`src/rtl/uart_tx_arbiter.sv`:
```
// Round-robin, message-locked arbiter sharing one UART transmitter between NREQ byte streams.
// Optional stall timeout is compiled in with `define UART_ARB_TIMEOUT_EN.
module uart_tx_arbiter #(
  parameter int          NREQ           = 2,
  parameter logic [23:0] GAP_CYCLES     = 24'd8000000,
  parameter logic [23:0] TIMEOUT_CYCLES = 24'd12000000
) (
  input  logic                 clk,
  input  logic                 reset,
  input  logic [NREQ-1:0]      req,
  input  logic [NREQ-1:0]      byte_valid,
  input  logic [8*NREQ-1:0]    byte_data,
  input  logic [NREQ-1:0]      byte_last,
  output logic [NREQ-1:0]      byte_ready,
  output logic [NREQ-1:0]      grant,
  input  logic                 tx_busy,
  output logic                 tx_data_valid,
  output logic [7:0]           tx_data_in,
  output logic                 timeout
);

  // state     | meaning
  // IDLE      | no grant, searching requests round-robin
  // LOAD      | granted, waiting for a byte while the UART is free
  // STROBE    | one-cycle load strobe to the UART
  // WAIT_BUSY | waiting for the UART to start shifting
  // WAIT_IDLE | waiting for the frame to finish
  // GAP       | inter-message idle gap, grant still held
  typedef enum logic [2:0] {
    IDLE, LOAD, STROBE, WAIT_BUSY, WAIT_IDLE, GAP
  } state_t;

  localparam int PW = (NREQ > 1) ? $clog2(NREQ) : 1;

  state_t          state, state_next;
  logic [PW-1:0]   rr_ptr, win;
  logic            found;
  logic [7:0]      sel_byte;
  logic            sel_last;
  logic            last_q;
  logic            xfer;
  logic            stall;
  logic            force_rel;
  logic            gap_done;
  logic [23:0]     cnt;
  logic [24:0]     cnt_inc;

  assign cnt_inc  = {1'b0, cnt} + 25'd1;
  assign gap_done = cnt_inc >= {1'b0, GAP_CYCLES};
  assign xfer     = |(byte_valid & byte_ready);

`ifdef UART_ARB_TIMEOUT_EN
  assign stall = ((state == LOAD) || (state == WAIT_BUSY) || (state == WAIT_IDLE)) &&
                 (cnt_inc >= {1'b0, TIMEOUT_CYCLES});
`else
  logic [23:0] tmo_unused;
  assign tmo_unused = TIMEOUT_CYCLES;
  assign stall      = 1'b0;
`endif

  // Search starts one past the last winner so every requester gets a turn.
  always_comb begin
    int idx;
    idx   = 0;
    win   = '0;
    found = 1'b0;
    for (int k = 1; k <= NREQ; k++) begin
      idx = int'(rr_ptr) + k;
      if (idx >= NREQ) idx = idx - NREQ;
      if (!found && req[idx[PW-1:0]]) begin
        found = 1'b1;
        win   = idx[PW-1:0];
      end
    end
  end

  // rr_ptr always holds the current owner while a grant is active.
  always_comb begin
    sel_byte = 8'h00;
    sel_last = 1'b0;
    for (int i = 0; i < NREQ; i++) begin
      if (rr_ptr == PW'(i)) begin
        sel_byte = byte_data[8*i +: 8];
        sel_last = byte_last[i];
      end
    end
  end

  always_ff @(posedge clk or negedge reset) begin
    if (!reset) begin
      state      <= IDLE;
      grant      <= '0;
      rr_ptr     <= PW'(NREQ - 1);
      tx_data_in <= 8'h00;
      last_q     <= 1'b0;
      cnt        <= '0;
    end else begin
      state <= state_next;
      cnt   <= ((state_next != state) || (state == IDLE)) ? 24'd0 : cnt + 24'd1;
      if ((state == IDLE) && found) begin
        grant  <= NREQ'(1) << win;
        rr_ptr <= win;
      end else if (((state == GAP) && gap_done) || force_rel) begin
        grant <= '0;
      end
      if ((state == LOAD) && xfer) begin
        tx_data_in <= sel_byte;
        last_q     <= sel_last;
      end
    end
  end

  always_comb begin
    state_next = state;
    force_rel  = 1'b0;
    case (state)
      IDLE:      if (found) state_next = LOAD;
      LOAD: begin
        if (xfer) state_next = STROBE;
        else if (stall) begin
          state_next = GAP;
          force_rel  = 1'b1;
        end
      end
      STROBE:    state_next = WAIT_BUSY;
      WAIT_BUSY: begin
        if (tx_busy) state_next = WAIT_IDLE;
        else if (stall) begin
          state_next = GAP;
          force_rel  = 1'b1;
        end
      end
      WAIT_IDLE: begin
        if (!tx_busy) state_next = last_q ? GAP : LOAD;
        else if (stall) begin
          state_next = GAP;
          force_rel  = 1'b1;
        end
      end
      GAP:       if (gap_done) state_next = IDLE;
      default:   state_next = IDLE;
    endcase
  end

  always_comb begin
    byte_ready    = ((state == LOAD) && !tx_busy) ? grant : '0;
    tx_data_valid = (state == STROBE);
`ifdef UART_ARB_TIMEOUT_EN
    timeout       = force_rel;
`else
    timeout       = 1'b0;
`endif
  end

endmodule

```
`config.mk`:
```
export PLATFORM = sky130hd
export DESIGN_NAME = uart_tx_arbiter
export DESIGN_NICKNAME = d
export VERILOG_FILES = /design/src/rtl/uart_tx_arbiter.sv
export SDC_FILE = /design/constraint.sdc
export NUM_CORES = 1
export LEC_CHECK = 0
export ABC_AREA = 1
export CORE_UTILIZATION = 36
export DETAILED_ROUTE_END_ITERATION = 8
export SYNTH_ARGS = -nofsm -noshare
export SYNTH_HDL_FRONTEND = slang
export SYNTH_SLANG_ARGS = --single-unit
```
`constraint.sdc`:
```
create_clock -name clk -period 2.84 [get_ports clk]
set_input_delay 0.568 -clock clk [delete_from_list [all_inputs] [get_ports clk]]
set_output_delay 0.568 -clock clk [all_outputs]
set_load 0.01 [all_outputs]
```
==> After elaboration in Yosys (flattened, before gate mapping) <==
Index checks and enable logic that the tools add are counted.
Widths: inputs -> output; s select.
{ "word_totals": {"reg_bits": 39, "in_bits": 25, "output_inout_bits": 14, "word_cells": 59} }
{ "classes": {"add_sub_neg": 6, "order_cmp": 5, "n_eq_ne": 6, "shifts": 1, "mux": 23, "bitwise": 1, "reduce_logical": 11} }
{ "ops": {"columns": ["cell", "n"], "rows": [
  ["$add 24x1->25 const B", 1],
  ["$ge 25x23->1 const B", 1],
  ["$add 24x1->24 const B", 1],
  ["$mux 24", 1],
  ["$mux 3", 6],
  ["$pmux 3 s6", 1],
  ["$mux 1", 11],
  ["$mux 8", 1],
  ["$eq 3x2->1 const B", 2],
  ["$eq 3x3->1 const B", 2],
  ["$mux 2", 3],
  ["$logic_and 1x1->1", 5],
  ["$lt 1x2->1 const B", 2],
  ["$add 1x2->3 const B", 1],
  ["$eq 3x1->1 const B", 1],
  ["$ge 3x2->1 const B", 1],
  ["$logic_not 3->1", 1],
  ["$ne 3x3->1", 1],
  ["$add 1x1->2 const B", 1],
  ["$and 2x2->2", 1],
  ["$ge 2x2->1 const B", 1],
  ["$logic_not 1->1", 2],
  ["$reduce_bool 2->1", 1],
  ["$reduce_or 2->1", 1],
  ["other kinds (3)", 4]
]} }

==> Longest topological paths before layout <==
Gate-level depths: netlist of the first run.
{ "logic_depth": {"ltp_word": 14, "depth_mapped": 16, "depth_no_buf": 15} }

==> Worst setup path after synthesis of the first run <==
OpenSTA, ideal clock, no wires.
{ "synth_path": {"path_type": "flip-flop to flip-flop", "startpoint": "reg cnt[0]", "endpoint": "reg cnt[6]", "setup_ns": 0.124, "arrival_ns": 1.911, "required_time_ns": 2.716, "path_slack_ns": 0.805, "stages_incl_launch_ff": 16, "path_buffers": 1, "period_less_slack_ns": 2.035, "cell_sequence": "dfrtp_1 ha_1 nand3_2 nor2_4 nand3_1 nor2_1 nand2_1 nand2_1 nand2_1 nor2_1 nand3_1 nand3_2 nand3_1 nand2_4 buf_6 nor3_2"} }
{ "synth_between": {"elab_chain_len": 7, "word_cells_on_any_way": 8, "classes_between": "add/sub: 2; order compare: 1; eq/ne: 1; mux: 3; reduce/logical: 1"} }
{ "synth_lines": {"columns": ["element", "line_no", "source"], "rows": [
  ["start, declared", "45", "logic [23:0] cnt;"],
  ["start signal, assigned", "99", "cnt <= ((state_next != state) || (state == IDLE)) ? 24'd0 : cnt + 24'd1;"],
  ["$add 24x1->25", "48", "assign cnt_inc = {1'b0, cnt} + 25'd1;"],
  ["$ge 25x23->1", "49", "assign gap_done = cnt_inc >= {1'b0, GAP_CYCLES};"],
  ["$mux 3", "140", "GAP: if (gap_done) state_next = IDLE;"],
  ["$pmux 3 s6", "116", "case (state)"],
  ["$ne 3x3->1", "99", null],
  ["$logic_or 1x1->1", "99", null],
  ["$mux 24 (*)", "99", null]
]} }
Every way passes the cells marked *; elsewhere a longest branch is shown, timed or not.
A chain may end at the register's enable or synchronous reset.

==> Worst setup path in the final report of the first run <==
{ "layout_path": {"startpoint": "in tx_busy", "endpoint": "out byte_ready[1]"} }
{ "layout_between": {"elab_chain_len": 3} }
{ "layout_lines": {"columns": ["element", "line_no", "source"], "rows": [
  ["start, declared", "16", "input logic tx_busy,"],
  ["$logic_not 1->1", "146", "byte_ready = ((state == LOAD) && !tx_busy) ? grant : '0;"],
  ["$logic_and 1x1->1", "146", null],
  ["$mux 2", "146", null],
  ["end, declared", "14", "output logic [NREQ-1:0] byte_ready,"]
]} }
Every way passes these cells.

==> results.md, run 1 <==
- Outcome: finished, final reports clean
- Peak VDD IR: between 0.0005 and 0.0006 V
- Pleak: 1.19 nW
- Critical path endpoint: byte_ready[1]
- Num CTS Buffers: 5
- Critical Path AT: roughly 1900 ps
- # fillers: 682
- Cell Pwr Density: approximately 700 nW/um^2
- Final setup violation count: 0
- First-pass GRT wire length: around 9300 um
- Synth top area share: 0.382
- Sink Count: 39
- Simple-Gate Fraction of Synth Area: 0.429
- Via count: 2130
- Slew Limit Fails: 0
- Die Wd: 85.2 um
- Vias in the first global route: 2086
- Synth Flop Type: dfrtp_1
- Worst R2R Setup Slack: around 410 ps
- Initial DRC Count: 91
- Normalized max-slew margin: 0.418
- Gr ovfl total: 0
- Worst-case clock buffer depth: 2
- DIE AREA: just over 7000 um^2
- Register share of total power: 0.369
- Worst r2r path cells: 15
- CP startpoint: tx_busy
- Post-DP HPWL: ~3900 um
- Post-cts hold buffer count: 0
- I/O Buffers: 37
- Post-synth net total: between 300 and 400
- WS Path Type: input port to output pin
- Post-CTS setup buffer count: 0
- Die Span Y: 85.2 um
- Clock share of power: 0.185
- Final min period: approximately 2500 ps
- Synth Warn #: 0
- Placed Cells: 440
- TritonCTS clock tree: built
- Final WS setup: slightly below 400 ps
- Flops & latches, synth: 39
- Clk slew on worst S/H paths: approximately 90 ps
- Largest family of logic cells by synthesized area: simple AND/OR/NAND/NOR gates
- Final #Nets: a little under 400
- Total Wirelength: just over 5000 um
- Clk_skew: between 8 and 9 ps
- Crit Reg-Reg Startpoint: cnt[0]$_DFF_PN0_
- CP required: approximately 2300 ps
- Via-per-instance ratio: roughly 4.8
- Maximum clock rate: between 400 and 500 MHz
- # rows: 29
- Largest net degree at the start of global routing: 40
- Setup Slack @ Placement: roughly 350 ps
- Synthesized-area fraction occupied by xor and xnor cells: 0.0281
- Reg2reg end: cnt[2]$_DFF_PN0_
- Sw Ratio: 0.433
- Synth Cell Area: roughly 2500 um^2
- MaxCap Viol Count: 0
- Mux cell area share after synthesis: 0
- CP Capture Type: output pin
- Hold Path Class: input port to async pin
- Avg WL per Cell: about 11 um
- P&R area growth vs syn: 20.1%
- Worst Tran Pin Value: a little under 900 ps
- Detail Route Antenna Nets: 0
- Setup TNS: 0 ps
- P_int: around 0.0012 W
- Adder-Cell Fraction of Synth Area: 0.00502
- Io pins: 39
- Average cell area after synthesis: 7.50 um^2
- GP Congestion: a little over 0.8
- DRC violations left: 0
- Drt pass-1 iters: 4
- Post-synthesis sequential area ratio: 0.392
- Setup repair after global routing missed its margin: no
- GRT Total Usage: 0.159
- Synth top cells by count: 93 x nand2_1, 42 x nor2_1, 41 x inv_1
- H-tree depth: 2
- Diodes inserted: 0
- Psw: between 0.0009 and 0.001 W
- Crit path max fanout: 3
- Logic pwr share: 0.446
- Ys async rst share: 1.00
- Synth top area cells: dfrtp_1 38%, nand2_1 14%, nor3_2 8.0%, nor2_1 6.3%, inv_1 6.2%
- Core footprint: between 6000 and 7000 um^2
- Final hold vios: 0
- Share of layout cells above drive strength 1: 0.135
- Cells after Synth: roughly 330
- Count leader, synth: nand2_1
- Compound-Gate Fraction of Synth Area: 0.0512
- Final Cycle Share: 0.864
- Root Buffer: clkbuf_8
- Count of cell types in the netlist: 32
- Worst skew pair latency: around 300 ps
- Fin cells: around 450
- Starting density of the core: 0.381
- Initial antenna violation count: 0
- CTS resizes: 0
- CP Launch Type: input port
- Post-synth EDFFs: 0
- Synth area leader: dfrtp_1
## per-layer routing
layer | share of wire | GRT usage | vias up | wire (um)
li1 | - | - | 1128 | -
met1 | 0.48 | 0.197 | 943 | 2470
met2 | 0.45 | 0.271 | 51 | 2290
met3 | 0.059 | 0.0438 | 8 | 305
met4 | 0.014 | 0.0478 | 0 | 74
met5 | 0 | 0 | - | 0
## cells in the final DEF (no fill, tap or decap), drive strengths merged
| cell type | n |
|---|---|
| nand2 | 98 |
| nor2 | 50 |
| inv | 42 |
| dfrtp | 38 |
| clkdlybuf4s50 | 36 |
| nor3 | 28 |
| nand3 | 23 |
| o21ai | 10 |
| a31oi | 9 |
| nand4 | 6 |
| xnor2 | 6 |
| clkbuf | 5 |
| nand3b | 3 |
| clkinv | 3 |
| buf | 3 |
| xor2 | 2 |
| clkinvlp | 2 |
| a211oi | 1 |
| and2 | 1 |
| a21boi | 1 |
| o22ai | 1 |
| ha | 1 |
| conb | 1 |
| dfstp | 1 |
## stage by stage
step                utilization  hold WS, ps  cell area, um^2  power, W
CTS                       0.458          421             2990   0.00212
floorplan                     -          272             2490   0.00147
global route              0.458          455             2990   0.00223
finish                    0.458          381             2990   0.00208
global placement          0.444          493             2900   0.00173
detailed placement        0.444          494             2900   0.00173
## critical path: stages
cell and delay (ps):
clkdlybuf4s50_1 440, inv_1 90, nand2_1 80, nor2_1 150
clkdlybuf4s50_1 560
## registers in the layout, summed over array words and instances, names as in the netlist
name / cells
tx_data_in: 8
cnt: 24
grant: 2
state: 3
last_q: 1
rr_ptr: 1
## cell families (layout without fill, tap and decap cells)
group	count (synthesis)	in the layout
flops	39	39
fa+ha+maj	1	1
compound gates	22	22
simple gates	209	209
buf+inv	52	91
other cells	1	1
xor+xnor	8	8
## power by group through the flow
stage	sequential, W	clock, W	combinational (W)
6_report	0.000769	0.000385	0.000930
3_5_place_dp	0.000778	0	0.000948
5_1_grt	0.000785	0.000419	0.00103
4_1_cts	0.000770	0.000398	0.000947
2_1_floorplan	0.000784	0	0.000690
3_3_place_gp	0.000778	0	0.000947
## worst min path at each step
| stage | to | cells after the start | slack (ps) |
|---|---|---|---|
| finish | cnt[11]$_DFF_PN0_ | 1 | 380 |
| global route | cnt[11]$_DFF_PN0_ | 1 | 450 |
| CTS | cnt[11]$_DFF_PN0_ | 1 | 420 |
| detailed placement | cnt[0]$_DFF_PN0_ | 1 | 490 |
| global placement | cnt[0]$_DFF_PN0_ | 1 | 490 |
| floorplan | cnt[0]$_DFF_PN0_ | 0 | 270 |
## cell type report
type / count / area, um^2 / share of cell area
Multi-Input combinational cell: 241 / 1280 / 0.429
Tap cell: 77 / 96.3 / 0.0322
Timing Repair Buffer: 39 / 380 / 0.127
Clock buffer: 5 / 68.8 / 0.0230
Sequential cell: 39 / 977 / 0.327
Inverter: 44 / 165 / 0.0552
Clock inverter: 3 / 20.0 / 0.00669
No activity file was read; power rests on OpenSTA's default activity.
==> run 2: changes to the inputs <==
Settings changed: REMOVE_ABC_BUFFERS set to 1, SLEW_MARGIN set to 20.
==> results.md, run 2 (synthesis gave the netlist of run 1 again) <==
- Outcome: finished, final reports clean
- CP Launch Type: register
- Top delay family on crit path: simple AND/OR/NAND/NOR gates
- Buf/Inv on CP: 2
- Biggest regs: cnt: 24 flops, tx_data_in: 8 flops, state: 3 flops
- Post-DP HPWL: 3930 um
- CP Capture Type: register
- Cell Pwr Density: 704 nW/um^2
- Crit path depth: 15
- Crit path max fanout: 24
- Via count: roughly 2.1k
- Worst skew pair latency: between 200 and 300 ps
- Post-CTS setup buffer count: 0
- Commonest non-fill, non-tap cell in the layout: nand2_1
- Critical Path AT: roughly 2600 ps
- Root Buffer: clkbuf_8
- Peak VDD IR: between 0.0005 and 0.0006 V
- Final WS setup: slightly below 400 ps
- Detail Route Antenna Nets: 0
- DRC violations left: 0
- Core footprint: around 6500 um^2
- Pleak: about 1.2 nW
- Setup repair after global routing missed its margin: no
- Final #Nets: 396
- Vias in the first global route: about 2.1k
- Hold Path Class: input port to async pin
- Initial DRC Count: between 70 and 80
- # rows: 29
- Placed Cells: 440
- GP Congestion: 0.800
- Logic pwr share: 0.442
- Maximum clock rate: about 410 MHz
- Normalized max-slew margin: 0.424
- Slowest CP cell: dfrtp_1
- Total Wirelength: between 5000 and 6000 um
- Setup TNS: 0 ps
- Crit-path max cell delay: ~400 ps
- Worst-case clock buffer depth: 2
- P&R area growth vs syn: 20.3%
- Final min period: 2450 ps
- Io pins: 39
- P_int: 0.00121 W
- Final setup violation count: 0
- CP Cell Sequence: ha_1 -> nand3_2 -> inv_1 -> nand3_2 -> nor2_1 -> nand2_1 -> nand2_1 -> nand2_1 -> nor2_1 -> nand3_1 -> nand3_2 -> nand3_2 -> nand2_2 -> buf_4 -> nor3_1
- Starting density of the core: 0.381
- Diodes inserted: 0
- Psw: approximately 0.00090 W
- # fillers: 662
- Slew Limit Fails: 0
- Setup Slack @ Placement: roughly 320 ps
- Die Wd: ~85 um
- Initial antenna violation count: 0
- Avg WL per Cell: 11.5 um
- Gr ovfl total: 0
- I/O Buffers: 37
- Max reg flops: 24
- H-tree depth: 2
- Final Cycle Share: 0.864
- Post-cts hold buffer count: 0
- DIE AREA: 7260 um^2
- Largest net degree at the start of global routing: 40
- Register share of total power: 0.365
- Sw Ratio: 0.426
- Share of layout cells above drive strength 1: 0.132
- Biggest register: cnt
- First-pass GRT wire length: roughly 9300 um
- Drt pass-1 iters: 4
- Clk slew on worst S/H paths: 80 ps
- Die Span Y: 85.2 um
- Final core occ: 0.459
- GRT Total Usage: 0.161
- Clk_skew: 11.7 ps
- Final hold vios: 0
- MaxCap Viol Count: 0
- Worst Tran Pin Value: ~860 ps
- Worst r2r path cells: 15
- WS Path Type: register to register
- CP required: 3010 ps
- Fin cells: approximately 450
- Via-per-instance ratio: around 4.8
- Most frequent cells in the layout: 93 x nand2_1, 42 x nor2_1, 41 x inv_1
- Sink Count: 39
- Most used cell, CP: nand3_2
- Clock share of power: 0.193
- Num CTS Buffers: 5
- TritonCTS clock tree: built
- CTS resizes: 0
run 2: routing by layer:
| metal | wire [um] | track usage | share of wire |
|---|---|---|---|
| met4 | 56 | 0.0447 | 0.011 |
| met5 | 0 | 0 | 0 |
| met1 | 2500 | 0.212 | 0.48 |
| met2 | 2260 | 0.251 | 0.44 |
| met3 | 365 | 0.0545 | 0.071 |
run 2: power by group through the flow:
stage | combinational, W | clock, W | sequential, W
2_1_floorplan | 0.000549 | 0 | 0.000797
3_3_place_gp | 0.000955 | 0 | 0.000778
3_5_place_dp | 0.000956 | 0 | 0.000776
4_1_cts | 0.000954 | 0.000425 | 0.000771
5_1_grt | 0.00105 | 0.000448 | 0.000787
6_report | 0.000931 | 0.000408 | 0.000770
run 2: per-stage QoR:
stage	instance area (um^2)	total power [W]	hold slack [ps]
finish	3000	0.00211	378
global route	3000	0.00229	467
CTS	3000	0.00215	415
detailed placement	2900	0.00173	496
global placement	2900	0.00173	492
floorplan	2430	0.00135	272
run 2: area by class of cell:
class / count / area [um^2] / share of cell area
Inverter: 44 / 165 / 0.0551
Clock buffer: 7 / 86.3 / 0.0288
Tap cell: 77 / 96.3 / 0.0321
Sequential cell: 39 / 977 / 0.326
Timing Repair Buffer: 39 / 380 / 0.127
Multi-Input combinational cell: 241 / 1280 / 0.428
Clock inverter: 1 / 8.76 / 0.00292
run 2: final timing paths:
kind	start	slack, ps	endpoint
worst min register to register	cnt[0]$_DFF_PN0_	510	cnt[0]$_DFF_PN0_
worst max register to register	cnt[0]$_DFF_PN0_	390	cnt[0]$_DFF_PN0_
min in group clk	cnt[0]$_DFF_PN0_	510	cnt[0]$_DFF_PN0_
worst min-delay path	reset	380	cnt[6]$_DFF_PN0_
worst max-delay path	cnt[0]$_DFF_PN0_	390	cnt[0]$_DFF_PN0_
max in group asynchronous	reset	1920	grant[0]$_DFFE_PN0P_
==> run 3: changes to the inputs <==
Settings changed: CTS_CLUSTER_SIZE set to 30.
==> results of run 3 <==
No change in the layout: final DEF, timing and power equal those of run 2.
